[src/rtl/riscv_pkg.sv]
// Shared types and encodings for the RV32 pipeline hazard controller.
package riscv_pkg;

  typedef enum logic {
    IDLE,
    MEM_WAIT
  } state_t;

  localparam logic [1:0] FWD_RF      = 2'b00;
  localparam logic [1:0] FWD_W       = 2'b01;
  localparam logic [1:0] FWD_M       = 2'b10;
  localparam logic [1:0] RESULT_LOAD = 2'b01;

  // M has priority over W because it holds the younger result; x0 is never a producer.
  function automatic logic [1:0] fwd_sel(input logic [4:0] rs,
                                         input logic [4:0] rd_m,
                                         input logic       wr_m,
                                         input logic [4:0] rd_w,
                                         input logic       wr_w);
    logic [1:0] sel;
    sel = FWD_RF;
    if (wr_m && (rd_m != 5'd0) && (rd_m == rs)) begin
      sel = FWD_M;
    end else if (wr_w && (rd_w != 5'd0) && (rd_w == rs)) begin
      sel = FWD_W;
    end
    return sel;
  endfunction

endpackage

[src/rtl/hazard_fwd.sv]
// Combinational E-stage forwarding selects and load-use hazard detection.
module hazard_fwd
  import riscv_pkg::*;
(
  input  logic [4:0] Rs1D,
  input  logic [4:0] Rs2D,
  input  logic [4:0] Rs1E,
  input  logic [4:0] Rs2E,
  input  logic [4:0] RdE,
  input  logic [4:0] RdM,
  input  logic [4:0] RdW,
  input  logic       RegWriteM,
  input  logic       RegWriteW,
  input  logic [1:0] ResultSrcE,
  output logic [1:0] ForwardAE,
  output logic [1:0] ForwardBE,
  output logic       lw_stall
);

  always_comb begin
    ForwardAE = fwd_sel(Rs1E, RdM, RegWriteM, RdW, RegWriteW);
    ForwardBE = fwd_sel(Rs2E, RdM, RegWriteM, RdW, RegWriteW);
    lw_stall  = (ResultSrcE == RESULT_LOAD) && (RdE != 5'd0) &&
                ((RdE == Rs1D) || (RdE == Rs2D));
  end

endmodule

[src/rtl/pipe_hazard_ctrl.sv]
// Pipeline stall/flush/forward controller with a data-memory wait FSM and timeout.
module pipe_hazard_ctrl
  import riscv_pkg::*;
#(
  parameter int unsigned TIMEOUT_W   = 8,
  parameter int unsigned MEM_TIMEOUT = 200
) (
  input  logic        clk,
  input  logic        reset,
  input  logic [4:0]  Rs1D,
  input  logic [4:0]  Rs2D,
  input  logic [4:0]  Rs1E,
  input  logic [4:0]  Rs2E,
  input  logic [4:0]  RdE,
  input  logic [4:0]  RdM,
  input  logic [4:0]  RdW,
  input  logic        RegWriteM,
  input  logic        RegWriteW,
  input  logic [1:0]  ResultSrcE,
  input  logic        PCSrcE,
  input  logic        MemAccessM,
  input  logic        dmem_ready,
  output logic        StallF,
  output logic        StallD,
  output logic        StallE,
  output logic        StallM,
  output logic        FlushD,
  output logic        FlushE,
  output logic        FlushW,
  output logic [1:0]  ForwardAE,
  output logic [1:0]  ForwardBE,
  output logic        dmem_req,
  output logic        mem_err,
  output logic [31:0] stall_cycles
);

  localparam logic [TIMEOUT_W-1:0] TimeoutVal = TIMEOUT_W'(MEM_TIMEOUT);

  state_t               state_q, state_d;
  logic [TIMEOUT_W-1:0] wait_cnt_q, wait_cnt_d;
  logic [31:0]          stall_cnt_q;

  logic [1:0] fwd_a, fwd_b;
  logic       lw_stall;
  logic       mem_stall;
  logic       timeout;
  logic       req;

  hazard_fwd u_hazard_fwd (
    .Rs1D       (Rs1D),
    .Rs2D       (Rs2D),
    .Rs1E       (Rs1E),
    .Rs2E       (Rs2E),
    .RdE        (RdE),
    .RdM        (RdM),
    .RdW        (RdW),
    .RegWriteM  (RegWriteM),
    .RegWriteW  (RegWriteW),
    .ResultSrcE (ResultSrcE),
    .ForwardAE  (fwd_a),
    .ForwardBE  (fwd_b),
    .lw_stall   (lw_stall)
  );

  always_comb begin
    state_d    = state_q;
    wait_cnt_d = wait_cnt_q;
    mem_stall  = 1'b0;
    timeout    = 1'b0;
    req        = 1'b0;
    unique case (state_q)
      IDLE: begin
        req = MemAccessM;
        if (MemAccessM && !dmem_ready) begin
          mem_stall  = 1'b1;
          state_d    = MEM_WAIT;
          wait_cnt_d = TIMEOUT_W'(1);
        end
      end
      MEM_WAIT: begin
        req = 1'b1;
        if (dmem_ready) begin
          state_d    = IDLE;
          wait_cnt_d = '0;
        end else if (wait_cnt_q < TimeoutVal) begin
          mem_stall  = 1'b1;
          wait_cnt_d = wait_cnt_q + TIMEOUT_W'(1);
        end else begin
          // Abandon the access: release the pipe but bubble W so nothing retires.
          timeout    = 1'b1;
          state_d    = IDLE;
          wait_cnt_d = '0;
        end
      end
      default: begin
        state_d    = IDLE;
        wait_cnt_d = '0;
      end
    endcase
  end

  // While reset is held every control output is forced inactive, regardless of inputs.
  always_comb begin
    StallF    = reset & (mem_stall | lw_stall);
    StallD    = reset & (mem_stall | lw_stall);
    StallE    = reset & mem_stall;
    StallM    = reset & mem_stall;
    FlushD    = reset & ~mem_stall & PCSrcE;
    FlushE    = reset & ~mem_stall & (lw_stall | PCSrcE);
    FlushW    = reset & (mem_stall | timeout);
    dmem_req  = reset & req;
    mem_err   = reset & timeout;
    ForwardAE = reset ? fwd_a : FWD_RF;
    ForwardBE = reset ? fwd_b : FWD_RF;
  end

  always_ff @(posedge clk or negedge reset) begin
    if (!reset) begin
      state_q     <= IDLE;
      wait_cnt_q  <= '0;
      stall_cnt_q <= '0;
    end else begin
      state_q    <= state_d;
      wait_cnt_q <= wait_cnt_d;
      if (StallF) begin
        stall_cnt_q <= stall_cnt_q + 32'd1;
      end
    end
  end

  assign stall_cycles = stall_cnt_q;

endmodule

[config.mk]
export PLATFORM = sky130hd
export DESIGN_NAME = pipe_hazard_ctrl
export DESIGN_NICKNAME = d
export VERILOG_FILES = /design/src/rtl/riscv_pkg.sv /design/src/rtl/hazard_fwd.sv /design/src/rtl/pipe_hazard_ctrl.sv
export SDC_FILE = /design/constraint.sdc
export NUM_CORES = 1
export LEC_CHECK = 0
export BUFFER_PORTS_ARGS = -buffer_cell sky130_fd_sc_hd__buf_2
export CAP_MARGIN = 5
export CORE_UTILIZATION = 42
export CTS_CLUSTER_SIZE = 12
export DETAILED_ROUTE_END_ITERATION = 10
export PLACE_DENSITY = 0.69
export SLEW_MARGIN = 20
export SYNTH_ARGS = -nofsm -noshare
export SYNTH_HDL_FRONTEND = slang
export SYNTH_SLANG_ARGS = --single-unit
[constraint.sdc]
create_clock -name clk -period 3.55 [get_ports clk]
set_clock_uncertainty 0.15 [all_clocks]
set_input_delay 0.71 -clock clk [delete_from_list [all_inputs] [get_ports clk]]
set_output_delay 0.71 -clock clk [all_outputs]
set_load 0.1 [all_outputs]
---- Yosys cells after proc, flatten, opt, wreduce, memory -nomap -nowiden ----
Cells that the tools add are included.
word-level totals
  bits in registers ....................... 41
  word-level logic and storage cells ...... 59
operators by class
  reductions and logical operators ........ 14
  magnitude comparators ................... 1
  equality and inequality tests ........... 8
  bitwise operators ....................... 13
  mux-type cells .......................... 18
  add/sub/neg operators ................... 2
operators by type and width
  operator                                                          count
  32-bit by 1-bit adder with 32-bit output (second input constant)  1
  5-bit == test                                                     6
  8-bit 2-to-1 mux                                                  3
  8-bit case mux with 2 select lines                                1
  5-bit nonzero test                                                3
  1-bit logical AND                                                 9
  8-bit by 1-bit adder with 8-bit output (second input constant)    1
  1-bit AND                                                         8
  8-bit less-than comparator (second input constant)                1
  1-bit 2-to-1 mux                                                  8
  2-bit 2-to-1 mux                                                  4
  1-bit case mux with 2 select lines                                2
  1-bit bitwise OR                                                  3
  2-bit by 1-bit == test with 1-bit output (second input constant)  1
  2-bit inequality test (second input constant)                     1
  1-bit inverter                                                    2
  1-bit logical NOT                                                 1
  1-bit logical OR                                                  1

---- Logic depth before layout (Yosys ltp) ----
Gate-level depths: netlist of run 1.
  depth after elaboration ................. 7
  depth in mapped cells ................... 7

---- Hierarchy ----
From an unflattened synthesis of run 1, not the netlist that was laid out.
second synthesis, totals
  cell total of the unflattened synthesis .. 252
  area total of the unflattened synthesis .. 2,438.6 um^2
modules (own cells, without submodules)
  module            times used  area an instance (um^2)  sequential area each (um^2)  cells each
  pipe_hazard_ctrl  1           2,040.7                  1,026.0                      202
  hazard_fwd        1           397.9                    0.0                          50

---- Worst setup path after synthesis of run 1 ----
No wires, ideal clock.
  kind .................................... input -> output
  start ................................... in reset
  end ..................................... out ForwardAE[0]
  path slack .............................. -1,776 ps
  data arrival time ....................... 4,466 ps
  stages on the path ...................... 4
  cell sequence ........................... clkbuf_1 -> o211ai_1 -> or4_1 -> nor4_1
on the way
  word-level cells in the longest chain between the ends .. 1
RTL lines
  element           RTL line                 text
  from (decl)       pipe_hazard_ctrl.sv:9    input logic reset,
  2-bit 2-to-1 mux  pipe_hazard_ctrl.sv:113  ForwardAE = reset ? fwd_a : FWD_RF;
  to (decl)         pipe_hazard_ctrl.sv:30   output logic [1:0] ForwardAE,
No other way between the ends.

---- Final worst setup path of run 1 ----
  start ................................... in RdM[1]
  end ..................................... out ForwardAE[0]
on the way
  word-level cells in the longest chain between the ends .. 5
RTL lines
  element                RTL line                 text
  from (decl)            pipe_hazard_ctrl.sv:15   input logic [4:0] RdM,
  5-bit nonzero test     riscv_pkg.sv:22          if (wr_m && (rd_m != 5'd0) && (rd_m == rs)) begin
  1-bit logical AND      riscv_pkg.sv:22
  1-bit logical AND (*)  riscv_pkg.sv:22
  2-bit 2-to-1 mux (*)   riscv_pkg.sv:22
  2-bit 2-to-1 mux (*)   pipe_hazard_ctrl.sv:113
Every way passes the cells marked *; elsewhere a longest branch is shown, timed or not.

==> key figures, run 1 <==
Status
  • Outcome: completed

Logic synthesis
  • Cells after Synth: 248
  • Mean area per synthesized cell: 10.1 µm²
  • Synth warn: 0
  • Syn Nets: 294
  • Async S/R FF share, synth: 100%
  • Top_reg_cell synth: dfrtp_1
  • EDFF count, synth: 0
  • Seq/Total Area, Yosys: 41.0%
  • Area of the mapped netlist: between 2000 and 3000 µm²
  • Cell variety after synth: 43
  • Register bit total from synthesis: between 40 and 50

STA
  • Setup Viol. Count Final: 0
  • Final hold viol count: 0
  • Fmax: ~320 MHz
  • Relative slew margins: 59.3%
  • Setup TNS: 0 ps
  • Max-slew violations: 0
  • RSZ-0062 raised after global routing: false
  • Worst-Margin Slew: between 600 and 700 ps
  • Min Tclk post-route: 3170 ps
  • Final period util: 89.4%

CTS
  • Clock transition at path regs: 70 ps
  • Post-cts sizing count: 0
  • Worst-Skew Late Latency: 290 ps
  • CTS H-tree depth: 2
  • CTS Sinks: about 40
  • CTS Root Cell: clkbuf_8
  • Hold buffers post-CTS: 0
  • Setup bufs post-CTS: 0
  • CTS tree: done
  • TritonCTS Buffers: 5
  • CTS Buffer Depth: 2

Floorplanning
  • Height of the die: 79.2 µm
  • Core area: 5610 µm²
  • Die W: 79.2 µm
  • Top Ports: roughly 90
  • Initial Util: 44.6%
  • Num rows: 27
  • Die area: 6270 µm²

Place
  • Area after DPL: 3100 µm²
  • # port buffers: 88
  • DP Wirelength: 4.21 mm
  • GPL Wtd Cong: 0.919

Global route
  • Total GRT Usage: between 10% and 20%
  • Largest net degree at the start of global routing: 36
  • GR Overflow Total: 0
  • Initial antenna violation count: 0
  • Wire length of the first global-routing pass: 9.34 mm
  • Vias in the first global route: between 2000 and 2500

Setup path
  • Reg2reg setup slack: 1200 ps
  • CP endpoint kind: primary output
  • RR Endpoint: stall_cycles[8]$_DFFE_PN0P_
  • WS Path Type: in2out
  • Data required time at the worst endpoint: 2690 ps
  • CP Max Fanout: 3
  • Crit path DAT: 2310 ps
  • Worst r2r src: wait_cnt_q[5]$_DFFE_PN0P_
  • Crit path capture: ForwardAE[0]
  • Critical path origin: RdM[1]
  • CP startpoint kind: primary input
  • R2R depth: 6

Routing
  • Via density: 5.11
  • Number of DRC markers in iteration 0: roughly 90
  • Routed wire length: roughly 5.4 mm
  • Wire length per cell: 13.1 µm
  • DR vias: 2107
  • DR DRC count: 0
  • DR pass1 iterations: 4
  • ANT nets after route: 0

Final layout
  • Total of fill cells in the finished design: 533
  • Final #Nets: 385
  • Area growth, synth to finish: 27.8%
  • Diode count: 0
  • Proportion of layout cells with a drive suffix above 1: about a third
  • Final instance area: ~3200 µm²

Power
  • Combinational share of power: 34.3%
  • PwrDens: 417 nW/µm²
  • Sw Share: 41.0%
  • Internal power: 0.787 mW
  • Worst vdd ir: 0.567 mV
  • P_leak: between 1 and 1.5 nW
  • Clock power frac: 24.7%
  • Psw: 0.547 mW
  • Sequential share of power: 41.0%

Min path
  • Hold Crit Class: in2async

Flow run
  • Max-cap violations: 0
-- through the flow --
stage	hold slack [ps]	cells	utilization, %	total power, mW	setup slack, ps
6_report	265	412	57.0	1.33	376
5_1_grt	266	412	57.0	1.40	248
4_1_cts	258	412	57.0	1.35	361
3_5_place_dp	312	404	55.2	1.02	397
3_3_place_gp	308	404	55.2	1.01	435
2_1_floorplan	264	248	-	0.897	-606
-- layout make-up --
class                           instances  area [µm²]  area share, %
Clock inverter                          1        5.00          0.156
Sequential cell                        41        1030           32.1
Timing Repair Buffer                   91         523           16.4
Tap cell                               72        90.1           2.82
Multi-Input combinational cell        197        1450           45.2
Inverter                                3        11.3          0.352
Clock buffer                            7        96.3           3.01
-- cells in the final DEF (no fill, tap or decap), drive strengths merged --
cell    Yosys  layout
and3        5       5
a22o        1       1
o22ai       1       1
or2         1       1
nor2b       2       2
or3b        1       1
and2        5       5
o311a       1       1
and3b       1       1
and4        5       5
ha          2       2
clkbuf      4       7
o31ai       3       3
dfrtp      41      41
nor3        4       4
a21oi       1       1
nor3b       3       3
o211ai      1       1
o21ai      10      10
a211oi      1       1
xnor2      36      36
mux2        1       1
clkinv      0       1
xor2       27      27
nand3b      1       1
buf         3      91
inv         3       3
mux2i       1       1
o21bai      1       1
a22oi       1       1
nand2b      1       1
nor4        5       5
or4         5       5
nand3      18      18
nor2       16      16
nand2      24      24
nand4      12      12
-- worst max-delay path: stages --
cell and delay (ps):
buf_2 120, or4_1 500, o21ai_0 240, nor4_1 120
nor4_2 390, buf_12 220
-- cells by family (layout without fill, tap and decap cells) --
group / Yosys count / in the layout / share of synthesized area, %
AOI/OAI and AO/OA: 21 / 21 / 8.15
DFF: 41 / 41 / 41.0
xor gates and xnor gates: 63 / 63 / 22.1
buffers and inverters: 10 / 102 / 2.25
muxes: 2 / 2 / 1.00
adders and majority gates: 2 / 2 / 1.00
and+or+nand+nor: 109 / 109 / 24.6
-- routing by layer --
| layer | routed length (µm) | up-vias | share of wire [%] | GRT usage [%] |
|---|---|---|---|---|
| met3 | 248 | 8 | 4.6 | 4.71 |
| li1 | - | 1047 | - | - |
| met4 | 80 | 0 | 1.5 | 4.91 |
| met2 | 2510 | 56 | 46 | 30.0 |
| met1 | 2570 | 996 | 48 | 25.1 |
| met5 | 0 | - | 0 | 0 |
-- Yosys cell counts, types with 2 or more instances --
cell       n  area share, %
nor4_1     4            1.0
buf_4      2           0.60
o21ai_0    9            1.8
or4_1      5            1.5
xor2_1    27            9.5
nor3b_1    2           0.60
nand4_1   12            3.0
nor2b_1    2           0.50
o31ai_4    2            1.7
and2_1     5            1.3
nand2_1   23            3.4
and4_1     5            1.7
nor2_1    16            2.4
nand3_2    2           0.80
ha_1       2            1.0
clkbuf_1   4           0.60
xnor2_1   36             13
nor3_1     4           0.80
nand3_1   16            3.2
dfrtp_1   41             41
and3_1     5            1.3
inv_1      3           0.45
-- sequential cells by signal, indices dropped and copies added (netlist names) --
register / flops
state_q: 1
stall_cycles: 32
wait_cnt_q: 8
-- worst min path at each step --
stage,from,endpoint,slack (ps),cells after the start
3_3_place_gp,stall_cycles[31]$_DFFE_PN0P_,stall_cycles[31]$_DFFE_PN0P_,310,1
3_5_place_dp,stall_cycles[31]$_DFFE_PN0P_,stall_cycles[31]$_DFFE_PN0P_,310,1
6_report,reset,wait_cnt_q[0]$_DFFE_PN0P_,260,2
4_1_cts,reset,stall_cycles[2]$_DFFE_PN0P_,260,2
5_1_grt,reset,state_q$_DFF_PN0_,270,2
2_1_floorplan,reset,stall_cycles[0]$_DFFE_PN0P_,260,0
-- power groups by stage --
stage               clock (mW)  combinational, mW  sequential, mW
floorplan                    0              0.161           0.736
global placement             0              0.456           0.551
detailed placement           0              0.461           0.555
CTS                      0.343              0.461           0.546
global route             0.362              0.483           0.553
finish                   0.330              0.458           0.546
No activity file was read; power rests on OpenSTA's default activity.
==> run 2: changes to the inputs <==
--- a/config.mk
+++ b/config.mk
@@ -11,6 +11,7 @@
 export CTS_CLUSTER_SIZE = 12
 export DETAILED_ROUTE_END_ITERATION = 10
 export PLACE_DENSITY = 0.69
+export RECOVER_POWER = 50
 export SLEW_MARGIN = 20
 export SYNTH_ARGS = -nofsm -noshare
 export SYNTH_HDL_FRONTEND = slang
==> constraint.sdc (replaced) <==
create_clock -name clk -period 3.55 [get_ports clk]
set_clock_uncertainty 0.15 [all_clocks]
set_input_delay 0.355 -clock clk [delete_from_list [all_inputs] [get_ports clk]]
set_output_delay 0.355 -clock clk [all_outputs]
set_load 0.1 [all_outputs]
==> run 2 against run 1 <==
Against the previous run:
- first-iteration DRC count decreased by 55%
- sequential share of layout area increased by 1.4 points
- critical path depth unchanged
- sequential cell count unchanged
- clock-buffer cell count unchanged
- clock power decreased by 7.0%
- via count increased by 0.95%
- fmax increased by 5.5%
- wire length increased by 0.11%
==> key figures, run 2 (synthesis results as in run 1) <==
Status
  • Outcome: completed

Setup path
  • CP startpoint kind: register
  • RR Endpoint: stall_cycles[1]$_DFFE_PN0P_
  • Crit path capture: StallD
  • R2R depth: 5 (-1)
  • Critical-path cell list: o311a_1, a211oi_4, o21bai_4, nand2_4, inv_1, buf_2
  • CP endpoint kind: primary output
  • WS Path Type: reg2out
  • Critical path origin: wait_cnt_q[5]$_DFFE_PN0P_
  • Reg2reg setup slack: 1290 ps (+90 ps)
  • Critical path's slowest cell: o311a_1
  • Worst r2r src: wait_cnt_q[5]$_DFFE_PN0P_
  • CP Max Fanout: 17 (+14)
  • Crit path DAT: 2500 ps (+190 ps)
  • Largest stage delay on the critical path: 450 ps (-50 ps)
  • Data required time at the worst endpoint: 3040 ps (+350 ps)

Place
  • Area after DPL: 3010 µm² (-2.7%)
  • Placed cells: 402 (-0.50%)
  • GPL Wtd Cong: 0.847 (-7.8%)
  • DP Wirelength: 4.25 mm (+1.0%)
  • # port buffers: 88 (unchanged)
  • Pre-CTS setup slack: 891 ps (+494 ps)

Global route
  • GR Overflow Total: 0 (unchanged)
  • Largest net degree at the start of global routing: 52 (+44%)
  • Total GRT Usage: 18.3% (-0.48 points)
  • Initial antenna violation count: 0 (unchanged)
  • Wire length of the first global-routing pass: 8.83 mm (-5.5%)
  • Vias in the first global route: 1973 (-4.8%)

CTS
  • Clock transition at path regs: 80 ps (about the same)
  • CTS tree: done
  • CTS H-tree depth: 2 (unchanged)
  • CTS Buffer Depth: 2 (unchanged)
  • CTS Root Cell: clkbuf_8
  • Worst-Skew Late Latency: 290 ps (about the same)
  • Hold buffers post-CTS: 0 (unchanged)
  • Post-cts sizing count: 0 (unchanged)
  • Setup bufs post-CTS: 0 (unchanged)
  • TritonCTS Buffers: 5 (unchanged)
  • CTS Sinks: 41 (unchanged)

Routing
  • DR DRC count: 0 (unchanged)
  • ANT nets after route: 0 (unchanged)
  • Routed wire length: 5.42 mm (+0.11%)
  • DR vias: 2127 (+0.95%)
  • Via density: 5.20 (+1.7%)
  • Wire length per cell: 13.2 µm (+0.85%)
  • Number of DRC markers in iteration 0: 40 (-55%)
  • DR pass1 iterations: 4 (unchanged)

STA
  • Max-slew violations: 0 (unchanged)
  • Fmax: 333 MHz (+5.5%)
  • RSZ-0062 raised after global routing: false
  • Post-route worst setup slack: 543 ps (+166 ps)
  • Relative slew margins: 21.4% (-38 points)
  • Setup TNS: 0 ps (unchanged)
  • Final hold viol count: 0 (unchanged)
  • Worst-Margin Slew: 1180 ps (+576 ps)
  • Setup Viol. Count Final: 0 (unchanged)
  • Final period util: 84.7% (-4.7 points)
  • Min Tclk post-route: 3010 ps (-166 ps)
  • Worst hold margin: 159 ps (-105 ps)

Final layout
  • Commonest non-fill, non-tap cell in the layout: buf_2
  • Max reg flops: 32 (unchanged)
  • Final #Nets: 383 (-0.52%)
  • Total of fill cells in the finished design: 551 (+3.4%)
  • Util after Layout: 54.6% (-2.4 points)
  • Register area: 1030 µm² (unchanged)
  • Final instance area: 3060 µm² (-4.3%)
  • Proportion of layout cells with a drive suffix above 1: 27.3% (-7.4 points)
  • Most frequent cells in the layout: buf_2 (67), dfrtp_1 (41), xnor2_1 (36)
  • Area growth, synth to finish: 22.4%
  • Diode count: 0 (unchanged)
  • Multi-input gate area: 1430 µm² (-1.4%)
  • Fin cells: 409 (-0.73%)

Min path
  • Hold Crit Class: in2reg

Floorplanning
  • Initial Util: 44.6% (unchanged)
  • Die area: 6270 µm² (unchanged)
  • Core area: 5610 µm² (unchanged)
  • Top Ports: 89 (unchanged)
  • Height of the die: 79.2 µm (unchanged)
  • Die W: 79.2 µm (unchanged)
  • Num rows: 27 (unchanged)

Flow run
  • Max-cap violations: 0 (unchanged)

Power
  • PwrDens: 423 nW/µm² (+1.4%)
  • Worst vdd ir: 0.505 mV (-11%)
  • P_leak: 1.38 nW (-7.8%)
  • Total Power: 1.30 mW (-2.9%)
-- run 2: changes by cell type in the layout (fill, tap and decap cells not counted), sizes merged --
cell,delta
buf,-23
clkbuf,+21
clkinv,-1
-- run 2: critical path: cells and delay by family, from the launching register on --
family	cells	cell delay [ps]
AOI/OAI and AO/OA	3	1160
DFF	1	420
buffers and inverters	2	520
and+or+nand+nor	1	100
-- run 2: worst min-delay path by stage --
| stage | end | slack [ps] | cells after the start | start |
|---|---|---|---|---|
| floorplan | stall_cycles[0]$_DFFE_PN0P_ | -90 | 0 | reset |
| global placement | stall_cycles[31]$_DFFE_PN0P_ | 310 | 1 | stall_cycles[31]$_DFFE_PN0P_ |
| detailed placement | stall_cycles[31]$_DFFE_PN0P_ | 310 | 1 | stall_cycles[31]$_DFFE_PN0P_ |
| CTS | wait_cnt_q[5]$_DFFE_PN0P_ | 90 | 2 | reset |
| global route | state_q$_DFF_PN0_ | 170 | 2 | dmem_ready |
| finish | wait_cnt_q[0]$_DFFE_PN0P_ | 160 | 2 | dmem_ready |
-- run 2: layer usage --
| layer | GRT usage (%) | part of all wire (%) |
|---|---|---|
| met5 | 0 | 0 |
| met1 | 22.7 | 45 |
| met4 | 8.00 | 1.9 |
| met3 | 4.25 | 4.9 |
| met2 | 30.0 | 48 |
-- run 2: report_power, final --
part / switching (mW) / internal [mW]
registers: 0.0441 / 0.499
clock network: 0.153 / 0.154
logic: 0.341 / 0.104
-- run 2: final cells by class --
class	count	share of cell area, %
multi-input cells	197	46.6
well taps	72	2.94
repair buffers	89	13.8
flip-flops and latches	41	33.5
inverters	3	0.368
clock buffers	7	2.82
